===== src/rtl/ternary_trit_packer.sv =====
// Quantizes a stream of signed samples to trits and packs them 16 per 32-bit word,
// WORDS words per hypervector, with flush-to-pad and valid/ready on both sides.
module ternary_trit_packer #(
    parameter int IN_W   = 8,
    parameter int THRESH = 0,
    parameter int WORDS  = 64,
    localparam int IDX_W = (WORDS > 1) ? $clog2(WORDS) : 1
) (
    input  logic                   clk,
    input  logic                   rst_n,
    input  logic signed [IN_W-1:0] in_data,
    input  logic                   in_valid,
    output logic                   in_ready,
    input  logic                   in_flush,
    output logic [31:0]            out_word,
    output logic [IDX_W-1:0]       out_idx,
    output logic                   out_last,
    output logic                   out_valid,
    input  logic                   out_ready,
    output logic                   busy
);

    typedef enum logic {
        PACK = 1'b0,
        PAD  = 1'b1
    } state_t;

    localparam logic signed [IN_W:0] TH_POS   = (IN_W+1)'(THRESH);
    localparam logic signed [IN_W:0] TH_NEG   = -TH_POS;
    localparam logic [IDX_W-1:0]     LAST_IDX = IDX_W'(WORDS - 1);
    localparam logic [31:0]          PAD_WORD = 32'h5555_5555;

    // Dead-zone quantizer: 00=-1, 01=0, 10=+1; one extra bit keeps -THRESH representable.
    function automatic logic [1:0] quantize(input logic signed [IN_W-1:0] x);
        logic signed [IN_W:0] xe;
        xe = {x[IN_W-1], x};
        if (xe > TH_POS) begin
            return 2'b10;
        end
        if (xe < TH_NEG) begin
            return 2'b00;
        end
        return 2'b01;
    endfunction

    function automatic logic [31:0] set_trit(input logic [31:0] w, input logic [3:0] pos,
                                             input logic [1:0] t);
        logic [31:0] r;
        r = w;
        r[{pos, 1'b0} +: 2] = t;
        return r;
    endfunction

    function automatic logic [31:0] pad_from(input logic [31:0] w, input logic [3:0] first);
        logic [31:0] r;
        r = w;
        for (int k = 0; k < 16; k++) begin
            if (k >= int'(first)) begin
                r[2*k +: 2] = 2'b01;
            end
        end
        return r;
    endfunction

    state_t             state_q, state_nxt;
    logic [3:0]         tcnt_q, tcnt_nxt;
    logic [IDX_W-1:0]   widx_q, widx_nxt;
    logic [31:0]        asm_p0, asm_nxt;
    logic [31:0]        word_p1, word_nxt;
    logic [IDX_W-1:0]   idx_p1, idx_nxt;
    logic               last_p1, last_nxt;
    logic               vld_p1, vld_nxt;

    logic               accept;
    logic               out_free;
    logic [31:0]        asm_acc;
    logic [3:0]         tcnt_eff;
    logic [IDX_W-1:0]   widx_eff;

    // The last slot may only fill when the completed word has somewhere to go.
    assign in_ready = (state_q == PACK) && !((tcnt_q == 4'd15) && vld_p1 && !out_ready);
    assign accept   = in_valid && in_ready;
    assign out_free = !vld_p1 || out_ready;

    always_comb begin
        state_nxt = state_q;
        tcnt_nxt  = tcnt_q;
        widx_nxt  = widx_q;
        asm_nxt   = asm_p0;
        word_nxt  = word_p1;
        idx_nxt   = idx_p1;
        last_nxt  = last_p1;
        vld_nxt   = vld_p1;
        asm_acc   = asm_p0;
        tcnt_eff  = tcnt_q;
        widx_eff  = widx_q;

        if (vld_p1 && out_ready) begin
            vld_nxt = 1'b0;
        end

        unique case (state_q)
            PACK: begin
                if (accept) begin
                    asm_acc = set_trit(asm_p0, tcnt_q, quantize(in_data));
                    if (tcnt_q == 4'd15) begin
                        vld_nxt  = 1'b1;
                        word_nxt = asm_acc;
                        idx_nxt  = widx_q;
                        last_nxt = (widx_q == LAST_IDX);
                        tcnt_eff = 4'd0;
                        widx_eff = (widx_q == LAST_IDX) ? '0 : widx_q + 1'b1;
                    end else begin
                        tcnt_eff = tcnt_q + 4'd1;
                    end
                end
                asm_nxt  = asm_acc;
                tcnt_nxt = tcnt_eff;
                widx_nxt = widx_eff;
                // A flush that lands exactly on a vector boundary has nothing left to pad.
                if (in_flush && ((tcnt_eff != 4'd0) || (widx_eff != '0))) begin
                    state_nxt = PAD;
                    asm_nxt   = pad_from(asm_acc, tcnt_eff);
                    tcnt_nxt  = 4'd0;
                end
            end
            PAD: begin
                if (out_free) begin
                    vld_nxt  = 1'b1;
                    word_nxt = asm_p0;
                    idx_nxt  = widx_q;
                    last_nxt = (widx_q == LAST_IDX);
                    asm_nxt  = PAD_WORD;
                    if (widx_q == LAST_IDX) begin
                        state_nxt = PACK;
                        widx_nxt  = '0;
                    end else begin
                        widx_nxt = widx_q + 1'b1;
                    end
                end
            end
            default: begin
                state_nxt = PACK;
            end
        endcase
    end

    // Stage p0: trit assembly register
    always_ff @(posedge clk) begin
        asm_p0 <= asm_nxt;
    end

    // Stage p1: control state and output word register
    always_ff @(posedge clk or negedge rst_n) begin
        if (!rst_n) begin
            state_q <= PACK;
            tcnt_q  <= '0;
            widx_q  <= '0;
            word_p1 <= '0;
            idx_p1  <= '0;
            last_p1 <= 1'b0;
            vld_p1  <= 1'b0;
        end else begin
            state_q <= state_nxt;
            tcnt_q  <= tcnt_nxt;
            widx_q  <= widx_nxt;
            word_p1 <= word_nxt;
            idx_p1  <= idx_nxt;
            last_p1 <= last_nxt;
            vld_p1  <= vld_nxt;
        end
    end

    assign out_word  = word_p1;
    assign out_idx   = idx_p1;
    assign out_last  = last_p1;
    assign out_valid = vld_p1;
    assign busy      = (tcnt_q != 4'd0) || (widx_q != '0) || vld_p1 || (state_q == PAD);

endmodule


===== config.mk =====
export PLATFORM = sky130hd
export DESIGN_NAME = ternary_trit_packer
export DESIGN_NICKNAME = d
export VERILOG_FILES = /design/src/rtl/ternary_trit_packer.sv
export SDC_FILE = /design/constraint.sdc
export NUM_CORES = 1
export LEC_CHECK = 0
export CORE_AREA = 2 2 93 95
export CTS_CLUSTER_SIZE = 12
export DETAILED_ROUTE_END_ITERATION = 8
export DIE_AREA = 0 0 95 97
export PLACE_DENSITY_LB_ADDON = 0.15
export SLEW_MARGIN = 20
export SYNTH_ARGS = -nofsm -noshare
export SYNTH_HDL_FRONTEND = slang
export SYNTH_SLANG_ARGS = --single-unit

===== constraint.sdc =====
create_clock -name clk -period 7.1 [get_ports clk]
set_input_delay 1.42 -clock clk [delete_from_list [all_inputs] [get_ports clk]]
set_output_delay 1.42 -clock clk [all_outputs]
set_load 0.02 [all_outputs]

After elaboration in Yosys (flattened, before gate mapping)

Cells that the tools add are included.

Word-level logic and storage cells: 122
Register bits: 83

Magnitude comparators: 17
Add/sub/neg operators: 3
Shift operators: 2
Reduce and logical (&&, ||, !) cells: 20
Bitwise logic cells: 1
Muxes and demuxes: 64
Equality and inequality tests: 6

Operator list:

| operator               | count |
|---|---|
| $mux 32                | 6 |
| $pmux 32 s2            | 2 |
| $mux 6                 | 8 |
| $mux 2                 | 21 |
| $bwmux 32              | 1 |
| $shift 2x7->32 const A | 1 |
| $shiftx 2x7->32        | 1 |
| $ge 4x4->1 const A     | 7 |
| $pmux 6 s2             | 2 |
| $mux 1                 | 17 |
| $ge 3x4->1 const A     | 4 |
| $mux 4                 | 4 |
| $reduce_bool 6->1      | 2 |
| $ge 1x4->1 const A     | 2 |
| $ge 2x4->1 const A     | 2 |
| $gt 8x1->1 const B     | 1 |
| $lt 8x1->1 const B     | 1 |
| $reduce_bool 4->1      | 2 |
| $neg 5->7              | 1 |
| $add 6x1->6 const B    | 1 |
| $eq 6x6->1 const B     | 1 |
| $logic_and 1x1->1      | 6 |
| $pmux 1 s2             | 3 |
| $logic_or 1x1->1       | 5 |
| other kinds (9)        | 12 |

Logic depth before layout (Yosys ltp)

Gate-level depths: netlist of run 1.

Depth in word-level cells: 21
Gate-level depth with buffers: 11
Mapped depth without buffers: 8

Least setup slack after synthesis of run 1

No wires, ideal clock.

Path type: input to output
Start point: input out_ready
End point: output in_ready
Buffers on the path: 1
Setup slack: 3.747 ns
Arrival time: 1.933 ns
Cell stages on the path: 3
Cell sequence: nor2b_1 > buf_6 > a21oi_1

Longest elaborated chain between the ends: 4

RTL lines:

| what              | RTL line | RTL |
|---|---|---|
| start, declared   | 19       | `input logic out_ready,` |
| $logic_not 1->1   | 81       | `assign in_ready = (state_q == PACK) && !((tcnt_q == 4'd15) && vld_p1 && !out_ready);` |
| $logic_and 1x1->1 | 81       |  |
| $logic_not 1->1   | 81       |  |
| $logic_and 1x1->1 | 81       |  |
| end, declared     | 13       | `output logic in_ready,` |

Every way passes these cells.

Worst setup path after layout of run 1

Same ends and word-level chain as after synthesis.

==> key figures, run 1 <==
Worst setup path
  • CP peak stage delay: 0.57 ns
  • CP max FO: 10
  • CP Cell Sequence: clkdlybuf4s50_1 > nor2b_1 > a21oi_1 > clkdlybuf4s50_1
  • Origin of the critical flop-to-flop path: tcnt_q[0]$_DFFE_PN0N_
  • Critical path endpoint category: output port
  • Reg-to-reg endpoint: asm_p0[30]$_SDFFCE_PP1P_
  • Worst EP required: around 5.7 ns
  • Worst Path Arrival: about 3.1 ns
  • Crit. Startpoint: out_ready
  • Cell family with most CP delay: buffers and inverters
  • CP max stage cell: nor2b_1
  • WP buf/inv: 2
  • Startpoint types: primary input
  • Reg2Reg Depth: 7
  • CP dominant cell by count: clkdlybuf4s50_1
  • R2R setup slack: between 3 and 4 ns
  • Critical setup path kind: primary input to output port

Power and ir drop
  • Pwr Density: 273 mW/mm^2
  • LEAKAGE: around 2.1 nW
  • Worst vdd ir: 0.139 mV
  • Total power: ~0.0015 W

Placed design
  • DP Wirelength: just over 9000 um
  • Buffers added on ports: 54
  • Final weighted congestion in routability-driven placement: 0.916

Layout
  • Synth-to-layout area growth: 15.8%
  • Most frequent cells in the layout: nand2_1, o21ai_0, clkdlybuf4s50_1
  • Fill count: around 660
  • Layout Nets: 589
  • Layout cell share with drive strength beyond 1: between 6 and 7%
  • ANT cells: 0
  • Most common cell after layout, fill and taps aside: nand2_1

Timing
  • RSZ-0062 raised after global routing: no
  • Endpoints failing setup: 0
  • Worst slew pin tran: 1.02 ns
  • Final Max Tran Viols: 0
  • Fmax: roughly 220 MHz
  • Clk_skew: around 0.019 ns
  • Setup TNS: 0 ns
  • Final period util: a little under two thirds
  • Final hold slack: approximately 0.48 ns
  • Fin. Hold Viols: 0
  • Final worst path period need: 4.53 ns
  • Max_slew headroom: between 30% and 40%

Clocking
  • CTS buffer count: 9
  • Clock Latency Late Sink: between 0.3 and 0.4 ns
  • # hold bufs at CTS: 0
  • Clock buffer depth: 2
  • CTS sink cnt: 83
  • H-tree depth reported by CTS: 3
  • CTS tree: done
  • Post_cts resized: 0
  • Root Driver: clkbuf_8
  • Clock slew at reported path FFs: roughly 0.080 ns
  • Post-CTS setup buffers: 0

Die
  • Initial Utilization: between 50% and 60%
  • Vert. Die Dim: roughly 97 um
  • DIE AREA: around 0.009 mm^2
  • I/O pins: 55
  • Die X-Extent: around 95 um
  • Rows: 33
  • CORE AREA: slightly above 0.008 mm^2

Synth
  • Seq/Total Area, Yosys: approximately 46%
  • Compound-Gate Fraction of Synth Area: between 20% and 30%
  • Cell variety after synth: 62
  • Mapped Cells: 536
  • Synthesized net count: ~560
  • EDFF count, synth: 32
  • Mux contribution to synthesized area: 5.80%
  • Largest family of logic cells by synthesized area: compound AO/OA/AOI/OAI gates
  • Synth warn: 0
  • Post-Synth XOR/XNOR Area: less than 1%
  • Post-synthesis simple-gate area fraction: between 10% and 20%
  • Syn Std Cell Area: 0.00483 mm^2
  • Synthesis-stage register bit count: just over 80
  • Average size of a mapped cell: between 9 and 10 um^2
  • Commonest register cell after synthesis: dfrtp_1
  • Ys async rst share: 61.4%
  • Post-Synth Adder-Cell Area: 1.55%

Global routing
  • Global route overflow: 0
  • First-pass GRT wire length: 21100 um
  • Vias in the first global route: around 4200
  • GRT Util Overall: roughly 29%
  • Initial antenna violation count: 0
  • Largest net degree at the start of global routing: 52

Worst hold path
  • Hold path depth: 2
  • Hold Crit Class: register to register
  • HP Start: out_word[2]$_DFFE_PN0P_
  • Hold Path Sink: out_word[2]$_DFFE_PN0P_

Drt
  • Avg WL per Cell: 19.1 um
  • Vias: between 4000 and 5000
  • Drt drc: 0
  • Detail Route Antenna Nets: 0
  • DR vias/cell: 6.28
  • Initial DRC count: around 270
  • Drt pass-1 iters: 5
  • WL final: 13000 um

Flow run
  • # Max-Cap Violations: 0

Outcome
  • Status: finished, final reports clean
cells by family (layout without fill, tap and decap cells):
group / count (synthesis) / after routing
AO/OA/AOI/OAI: 159 / 159
XOR/XNOR: 3 / 3
adder cells (fa/ha/maj): 6 / 6
buffers and inverters: 54 / 93
flip-flops: 83 / 83
multiplexers: 28 / 28
AND/OR/NAND/NOR: 203 / 203
cell usage after synthesis (3+ instances only):
master / count / area [um^2]
o32ai_1: 5 / 43.8
nor3_1: 9 / 45.0
inv_1: 18 / 67.6
clkbuf_1: 27 / 101
and2_1: 5 / 31.3
nand2b_1: 10 / 62.6
edfxtp_1: 32 / 961
o22ai_1: 15 / 93.8
o21ai_1: 7 / 35.0
or2_2: 3 / 18.8
o22a_1: 4 / 35.0
nand3_1: 10 / 50.1
a21oi_1: 26 / 130
dfrtp_1: 51 / 1280
nand4_1: 7 / 43.8
mux2i_1: 28 / 280
nor2_1: 46 / 173
a22oi_1: 3 / 22.5
o21ai_0: 54 / 270
or3_1: 4 / 25.0
buf_2: 6 / 30.0
o21a_1: 3 / 22.5
ha_1: 6 / 75.1
a2bb2oi_1: 3 / 26.3
a31o_2: 3 / 26.3
nand2_1: 81 / 304
and3_1: 6 / 37.5
nor2b_1: 10 / 62.6
a31oi_1: 8 / 50.1
a22o_1: 3 / 26.3
how the worst max path moves through the flow:
| stage | endpoint | slack (ns) | cells after the start |
|---|---|---|---|
| floorplan | in_ready | 3.75 | 3 |
| global placement | in_ready | 2.65 | 4 |
| detailed placement | in_ready | 2.58 | 4 |
| CTS | in_ready | 2.57 | 4 |
| global route | in_ready | 2.51 | 4 |
| finish | in_ready | 2.57 | 4 |
area by class of cell:
| cell class | count | area (um^2) | area share (%) |
|---|---|---|---|
| Clock buffer | 14 | 195 | 3.49 |
| Clock inverter | 2 | 13.8 | 0.246 |
| Inverter | 18 | 67.6 | 1.21 |
| Multi-Input combinational cell | 399 | 2380 | 42.5 |
| Sequential cell | 83 | 2240 | 40.0 |
| Tap cell | 105 | 131 | 2.35 |
| Timing Repair Buffer | 59 | 573 | 10.2 |
where the power goes:
| group | leakage [nW] | total (W) | internal (W) | switching [W] |
|---|---|---|---|---|
| clock | 0.107 | 0.000356 | 0.000181 | 0.000175 |
| combinational | 1.11 | 0.000523 | 0.000192 | 0.000332 |
| sequential | 0.869 | 0.000646 | 0.000559 | 0.0000878 |
| total | 2.08 | 0.00153 | 0.000931 | 0.000594 |
registers in the layout, summed over array words and instances (netlist names):
signal / count
state_q: 1
tcnt_q: 4
asm_p0: 32
out_last: 1
out_valid: 1
widx_q: 6
out_word: 32
out_idx: 6
worst register-to-register path: stages, from the launching register on:
cell and delay [ns]:
dfrtp_1 0.75, ha_1 0.38, and3_1 0.39, o2111a_1 0.24, a32oi_1 0.06, or4_4 0.60, o21ai_4 0.52, o211ai_1 0.19
stage by stage:
stage / utilization (%) / instance area (um^2) / std cells / worst slack [ns]
final: 68.8 / 5600 / 680 / 2.57
after global routing: 68.8 / 5600 / 680 / 2.51
after CTS: 68.7 / 5590 / 680 / 2.57
after detailed placement: 66.1 / 5380 / 664 / 2.58
after global placement: 66.1 / 5380 / 664 / 2.65
after floorplan: - / 4830 / 536 / 3.75
metal layers:
metal | track usage (%) | part of all wire (%) | routed length, um | vias up
met2 | 45.2 | 47 | 6140 | 182
met5 | 0 | 0 | 0 | -
met4 | 9.81 | 1.9 | 253 | 0
met1 | 42.4 | 45 | 5780 | 2062
li1 | - | - | - | 2000
met3 | 4.91 | 6.2 | 806 | 27
No activity file was read; power rests on OpenSTA's default activity.
==> run 2, diff against run 1 <==
--- a/config.mk
+++ b/config.mk
@@ -5,10 +5,10 @@
 export SDC_FILE = /design/constraint.sdc
 export NUM_CORES = 1
 export LEC_CHECK = 0
-export CORE_AREA = 2 2 93 95
+export CORE_AREA = 2 2 101 103
 export CTS_CLUSTER_SIZE = 12
 export DETAILED_ROUTE_END_ITERATION = 8
-export DIE_AREA = 0 0 95 97
+export DIE_AREA = 0 0 103 105
 export PLACE_DENSITY_LB_ADDON = 0.15
 export SLEW_MARGIN = 20
 export SYNTH_ARGS = -nofsm -noshare
==> constraint.sdc (replaced) <==
create_clock -name clk -period 4.1 [get_ports clk]
set_input_delay 0.82 -clock clk [delete_from_list [all_inputs] [get_ports clk]]
set_output_delay 0.82 -clock clk [all_outputs]
set_load 0.02 [all_outputs]
==> run 2 against run 1 <==
Register-to-register slack got worse by 2.8 ns. Global-route usage decreased by 3.5 points. Routed wire length increased by 3.2%. Design area increased by 2.4%. Critical path type is now register to output port. Highest routed layer unchanged. Critical endpoint is now busy.
==> key figures, run 2 (same netlist as run 1, synthesis figures left out) <==
Drt
  • Initial DRC count: 290 (was 265)
  • Detail Route Antenna Nets: 0 (unchanged)
  • Top layer in use: met4 (unchanged)
  • Avg WL per Cell: 18.7 um (was 19.1 um)
  • Vias: 4251 (was 4271)
  • Drt pass-1 iters: 5 (unchanged)
  • Drt drc: 0 (unchanged)
  • WL final: 13400 um (was 13000 um)
  • Met1 wire length: 6170 um (was 5780 um)
  • Met2 routed WL: 5980 um (was 6140 um)
  • Met3 WL post-DR: 898 um (was 806 um)
  • DR vias/cell: 5.94 (was 6.28)

Placed design
  • DP Wirelength: 9790 um (was 9110 um)
  • Post-DP Area: 0.00547 mm^2 (was 0.00538 mm^2)
  • Final weighted congestion in routability-driven placement: 0.950 (was 0.916)
  • Placed cell count: 700 (was 664)
  • Buffers added on ports: 54 (unchanged)

Worst setup path
  • Worst EP required: 3.28 ns (was 5.68 ns)
  • Worst Path Arrival: 2.75 ns (was 3.11 ns)
  • CP max FO: 14 (was 10)
  • R2R setup slack: 0.84 ns (was 3.67 ns)
  • CP max stage cell: dfrtp_1 (was nor2b_1)
  • Critical setup path kind: register to output port (was primary input to output port)
  • CP peak stage delay: 0.70 ns (was 0.57 ns)
  • CP Cell Sequence: inv_1 > ha_1 > nor2b_1 > buf_4 > nand4_1 > clkdlybuf4s50_1 (was clkdlybuf4s50_1 > nor2b_1 > a21oi_1 > clkdlybuf4s50_1)
  • Startpoint types: register (was primary input)
  • Critical path endpoint category: output port (unchanged)

Timing
  • Clk_skew: 0.0120 ns (was 0.0190 ns)
  • Final Max Tran Viols: 0 (unchanged)
  • Fin. Hold Viols: 0 (unchanged)
  • Worst slew pin tran: 0.782 ns (was 1.02 ns)
  • Max_slew headroom: 47.7% (was 32.2%)
  • Fmax: ~280 MHz
  • RSZ-0062 raised after global routing: no (unchanged)
  • Final period util: between 80% and 90%
  • Final worst path period need: ~3.6 ns
  • Endpoints failing setup: 0 (unchanged)
  • Setup TNS: 0 ns (unchanged)
  • Final hold slack: 0.444 ns (was 0.479 ns)

Die
  • Initial Utilization: 50.1% (was 59.4%)
  • Die X-Extent: 103 um (was 95 um)
  • I/O pins: 55 (unchanged)
  • CORE AREA: 0.00964 mm^2 (was 0.00813 mm^2)
  • Rows: 36 (was 33)
  • Vert. Die Dim: 105 um (was 97 um)
  • DIE AREA: 0.0108 mm^2 (was 0.00922 mm^2)

Layout
  • ANT cells: 0 (unchanged)
  • Layout cell share with drive strength beyond 1: 7.20% (was 6.43%)
  • Final Instance Area: 0.00573 mm^2 (was 0.00560 mm^2)
  • Layout Nets: 597 (was 589)
  • Most frequent cells in the layout: nand2_1, o21ai_0, clkdlybuf4s50_1 (unchanged)
  • Non-filler cells, final: 716 (was 680)
  • Synth-to-layout area growth: 18.6% (was 15.8%)
  • Most common cell after layout, fill and taps aside: nand2_1 (unchanged)
  • Final core utilization: 59.4% (was 68.8%)

Global routing
  • Initial antenna violation count: 0 (unchanged)
  • Vias in the first global route: 4011 (was 4156)
  • Largest net degree at the start of global routing: 28 (was 52)
  • First-pass GRT wire length: 21500 um (was 21100 um)
  • GRT Util Overall: 26.0% (was 29.5%)
  • Global route overflow: 0 (unchanged)

Clocking
  • Clock Latency Late Sink: 0.37 ns (about the same)
  • H-tree depth reported by CTS: 3 (unchanged)
  • Post-CTS setup buffers: 0 (unchanged)
  • Root Driver: clkbuf_8 (unchanged)
  • CTS tree: done (unchanged)
  • Clock slew at reported path FFs: 0.09 ns (was 0.08 ns)
  • Clock buffer depth: 2 (unchanged)
  • CTS sink cnt: 83 (unchanged)
  • # hold bufs at CTS: 0 (unchanged)
  • Post_cts resized: 0 (unchanged)
  • CTS buffer count: 9 (unchanged)

Power and ir drop
  • LEAKAGE: 2.14 nW (was 2.08 nW)
  • Worst vdd ir: 0.255 mV (was 0.139 mV)
  • Pwr Density: 487 mW/mm^2 (was 273 mW/mm^2)

Worst hold path
  • Hold Crit Class: primary input to async pin (was register to register)

Flow run
  • # Max-Cap Violations: 0 (unchanged)

Outcome
  • Status: finished, final reports clean (unchanged)
## run 2: cell count changes in the layout (fill, tap and decap cells not counted)
| cell | change |
|---|---|
| a31oi_1 | +1 |
| inv_6 | -1 |
| nor2_2 | -1 |
| nor2_1 | +1 |
| clkbuf_16 | +2 |
| buf_4 | +8 |
| bufinv_16 | +1 |
| o21ai_2 | -1 |
| clkinv_2 | -1 |
| o21ai_1 | +1 |
| clkbuf_8 | -1 |
| a31oi_2 | -1 |
## run 2: layout make-up
class                           instances  area [um^2]
Timing Repair Buffer                   67          633
Clock buffer                           15          231
Multi-Input combinational cell        399         2360
Inverter                               18         67.6
Sequential cell                        83         2240
Clock inverter                          1         30.0
Tap cell                              133          166
Fill cell                             871         3910
## run 2: worst max-delay path: cells and delay by family (launching register included)
family	cells	cell delay, ns
flops	1	0.70
fa+ha+maj	1	0.35
simple gates	2	0.26
buf+inv	3	1.05
## run 2: worst paths after layout
kind	startpoint	endpoint	depth (start not counted)
setup / recovery	tcnt_q[1]$_DFFE_PN0N_	busy	6
hold / removal	rst_n	widx_q[5]$_DFFE_PN0P_	1
setup reg to reg	tcnt_q[1]$_DFFE_PN0N_	asm_p0[31]$_SDFFCE_PP0P_	7
hold reg to reg	out_idx[2]$_DFFE_PN0P_	out_idx[2]$_DFFE_PN0P_	2
max in group asynchronous	rst_n	out_word[4]$_DFFE_PN0P_	2
min in group clk	out_idx[2]$_DFFE_PN0P_	out_idx[2]$_DFFE_PN0P_	2
## run 2: stage by stage
step           worst slack [ns]  total power, W
2_1_floorplan              1.38         0.00171
3_3_place_gp              0.622         0.00204
3_5_place_dp              0.498         0.00205
4_1_cts                   0.574         0.00278
5_1_grt                   0.493         0.00292
6_report                  0.534         0.00279
## run 2: where the power goes
part	internal [W]	total, W	switching [W]
Clock	0.000431	0.000740	0.000309
Combinational	0.000343	0.000926	0.000584
Sequential	0.000967	0.00112	0.000156
Total	0.00174	0.00279	0.00105
## run 2: metal layers
metal,GRT usage [%],vias up
li1,-,2011
met1,37.6,2028
met2,38.2,187
met3,4.35,25
met4,10.7,0
met5,0,-
==> run 3, diff against run 2 <==
--- a/config.mk
+++ b/config.mk
@@ -5,10 +5,10 @@
 export SDC_FILE = /design/constraint.sdc
 export NUM_CORES = 1
 export LEC_CHECK = 0
-export CORE_AREA = 2 2 101 103
+export CORE_AREA = 2 2 113 115
 export CTS_CLUSTER_SIZE = 12
 export DETAILED_ROUTE_END_ITERATION = 8
-export DIE_AREA = 0 0 103 105
+export DIE_AREA = 0 0 115 117
 export PLACE_DENSITY_LB_ADDON = 0.15
 export SLEW_MARGIN = 20
 export SYNTH_ARGS = -nofsm -noshare
==> run 3 against run 2 <==
Via count decreased by 3.2%. Highest routed layer unchanged. Critical path depth unchanged. Largest power group unchanged. Critical path type unchanged. Clock skew decreased by 0.0068 ns.
==> key figures, run 3 (same netlist as run 1, synthesis figures left out) <==
Outcome
  • Status: finished, final reports clean (unchanged)

Die
  • DIE AREA: 0.0135 mm^2 (was 0.0108 mm^2)
  • Initial Utilization: 39.2% (was 50.1%)
  • CORE AREA: 0.0123 mm^2 (was 0.00964 mm^2)
  • Vert. Die Dim: 117 um (was 105 um)
  • Rows: 41 (was 36)
  • Die X-Extent: 115 um (was 103 um)
  • I/O pins: 55 (unchanged)

Layout
  • Non-filler cells, final: 734 (was 716)
  • Fill count: 1221 (was 871)
  • ANT cells: 0 (unchanged)
  • Final Instance Area: 0.00578 mm^2 (was 0.00573 mm^2)
  • Synth-to-layout area growth: 19.6% (was 18.6%)
  • Layout Nets: 598 (was 597)
  • Most common cell after layout, fill and taps aside: nand2_1 (unchanged)
  • Register area: 0.00224 mm^2 (unchanged)
  • Multi-input combinational cell area: 0.00236 mm^2 (unchanged)
  • Layout cell share with drive strength beyond 1: 7.71% (was 7.20%)
  • Most frequent cells in the layout: nand2_1, o21ai_0, clkdlybuf4s50_1 (unchanged)

Drt
  • Avg WL per Cell: 18.1 um (was 18.7 um)
  • WL final: 13300 um (was 13400 um)
  • Initial DRC count: 326 (was 290)
  • DR vias/cell: 5.60 (was 5.94)
  • Drt drc: 0 (unchanged)
  • Vias: 4114 (was 4251)
  • Drt pass-1 iters: 5 (unchanged)
  • Detail Route Antenna Nets: 0 (unchanged)

Power and ir drop
  • Pwr Density: 488 mW/mm^2 (was 487 mW/mm^2)
  • Total power: 0.00282 W (was 0.00279 W)
  • LEAKAGE: 2.16 nW (was 2.14 nW)
  • Worst vdd ir: 0.231 mV (was 0.255 mV)

Clocking
  • # hold bufs at CTS: 0 (unchanged)
  • CTS sink cnt: 83 (unchanged)
  • Clock buffer depth: 2 (unchanged)
  • H-tree depth reported by CTS: 3 (unchanged)
  • Root Driver: clkbuf_16 (was clkbuf_8)
  • Clock Latency Late Sink: 0.34 ns (was 0.37 ns)
  • Post_cts resized: 0 (unchanged)
  • CTS buffer count: 9 (unchanged)
  • CTS tree: done (unchanged)
  • Clock slew at reported path FFs: 0.07 ns (was 0.09 ns)
  • Post-CTS setup buffers: 0 (unchanged)

Worst setup path
  • R2R setup slack: 0.87 ns (was 0.84 ns)
  • CP max FO: 14 (unchanged)
  • Critical path endpoint category: output port (unchanged)
  • Critical setup path kind: register to output port (unchanged)
  • Startpoint types: register (unchanged)
  • Worst Path Arrival: 2.60 ns (was 2.75 ns)
  • Worst EP required: 3.28 ns (about the same)

Placed design
  • Placed cell count: 718 (was 700)
  • DP Wirelength: 9660 um (was 9790 um)
  • Final weighted congestion in routability-driven placement: 0.901 (was 0.950)
  • Post-DP Area: 0.00550 mm^2 (was 0.00547 mm^2)
  • Buffers added on ports: 54 (unchanged)

Timing
  • Clk_skew: 0.00529 ns (was 0.0120 ns)
  • Setup TNS: 0 ns (unchanged)
  • Fmax: 292 MHz (was 280 MHz)
  • Endpoints failing setup: 0 (unchanged)
  • Fin. Hold Viols: 0 (unchanged)
  • Final Max Tran Viols: 0 (unchanged)
  • RSZ-0062 raised after global routing: no (unchanged)
  • Max_slew headroom: 48.4% (was 47.7%)
  • Worst slew pin tran: 0.772 ns (was 0.782 ns)
  • Final period util: 83.4% (was 87.0%)
  • Final worst path period need: 3.42 ns (was 3.57 ns)

Global routing
  • GRT Util Overall: 20.8% (was 26.0%)
  • Largest net degree at the start of global routing: 35 (was 28)
  • Initial antenna violation count: 0 (unchanged)
  • First-pass GRT wire length: 21500 um (about the same)
  • Global route overflow: 0 (unchanged)
  • Vias in the first global route: 3942 (was 4011)

Flow run
  • # Max-Cap Violations: 0 (unchanged)

Worst hold path
  • Hold Crit Class: primary input to async pin (unchanged)
run 3: worst max-delay path: stages, from the launching register on:
cell and delay, ns:
dfrtp_1 0.66, inv_1 0.22, ha_1 0.33, nor2b_1 0.16
buf_4 0.18, nand4_1 0.09, clkdlybuf4s50_1 0.60
run 3: worst paths after layout:
path                                         startpoint                       end  cells past startpoint
worst max-delay path              tcnt_q[1]$_DFFE_PN0N_                      busy                      6
worst min-delay path                              rst_n  out_word[14]$_DFFE_PN0P_                      1
worst max register to register    tcnt_q[1]$_DFFE_PN0N_  asm_p0[31]$_SDFFCE_PP0P_                      7
worst min register to register  out_word[2]$_DFFE_PN0P_   out_word[2]$_DFFE_PN0P_                      2
max in group asynchronous                         rst_n  out_word[22]$_DFFE_PN0P_                      2
min in group clk                out_word[2]$_DFFE_PN0P_   out_word[2]$_DFFE_PN0P_                      2
run 3: routing by layer:
layer	global-route usage [%]	wire length [um]
met1	30.4	6430
met2	32.5	6060
met3	3.30	709
met4	4.74	102
met5	0	0
run 3: power breakdown:
| part | switching [W] | leakage, nW | total [W] | internal, W |
|---|---|---|---|---|
| Combinational | 0.000577 | 1.15 | 0.000915 | 0.000339 |
| Sequential | 0.000154 | 0.869 | 0.00112 | 0.000968 |
| Clock | 0.000361 | 0.142 | 0.000781 | 0.000421 |
run 3: stage by stage:
step                worst slack [ns]  hold WS [ns]  util, %
global route                   0.572         0.446     46.9
finish                         0.679         0.418     46.9
CTS                            0.673         0.434     46.9
detailed placement             0.451         0.462     44.7
floorplan                       1.38         0.449        -
global placement               0.593         0.460     44.7
run 3: final cells by class:
| cell class | instances | share of cell area (%) |
|---|---|---|
| Multi-Input combinational cell | 399 | 40.9 |
| Sequential cell | 83 | 38.7 |
| Timing Repair Buffer | 68 | 11.1 |
| Clock buffer | 9 | 3.90 |
| Tap cell | 150 | 3.25 |
| Inverter | 18 | 1.17 |
| Clock inverter | 7 | 0.931 |
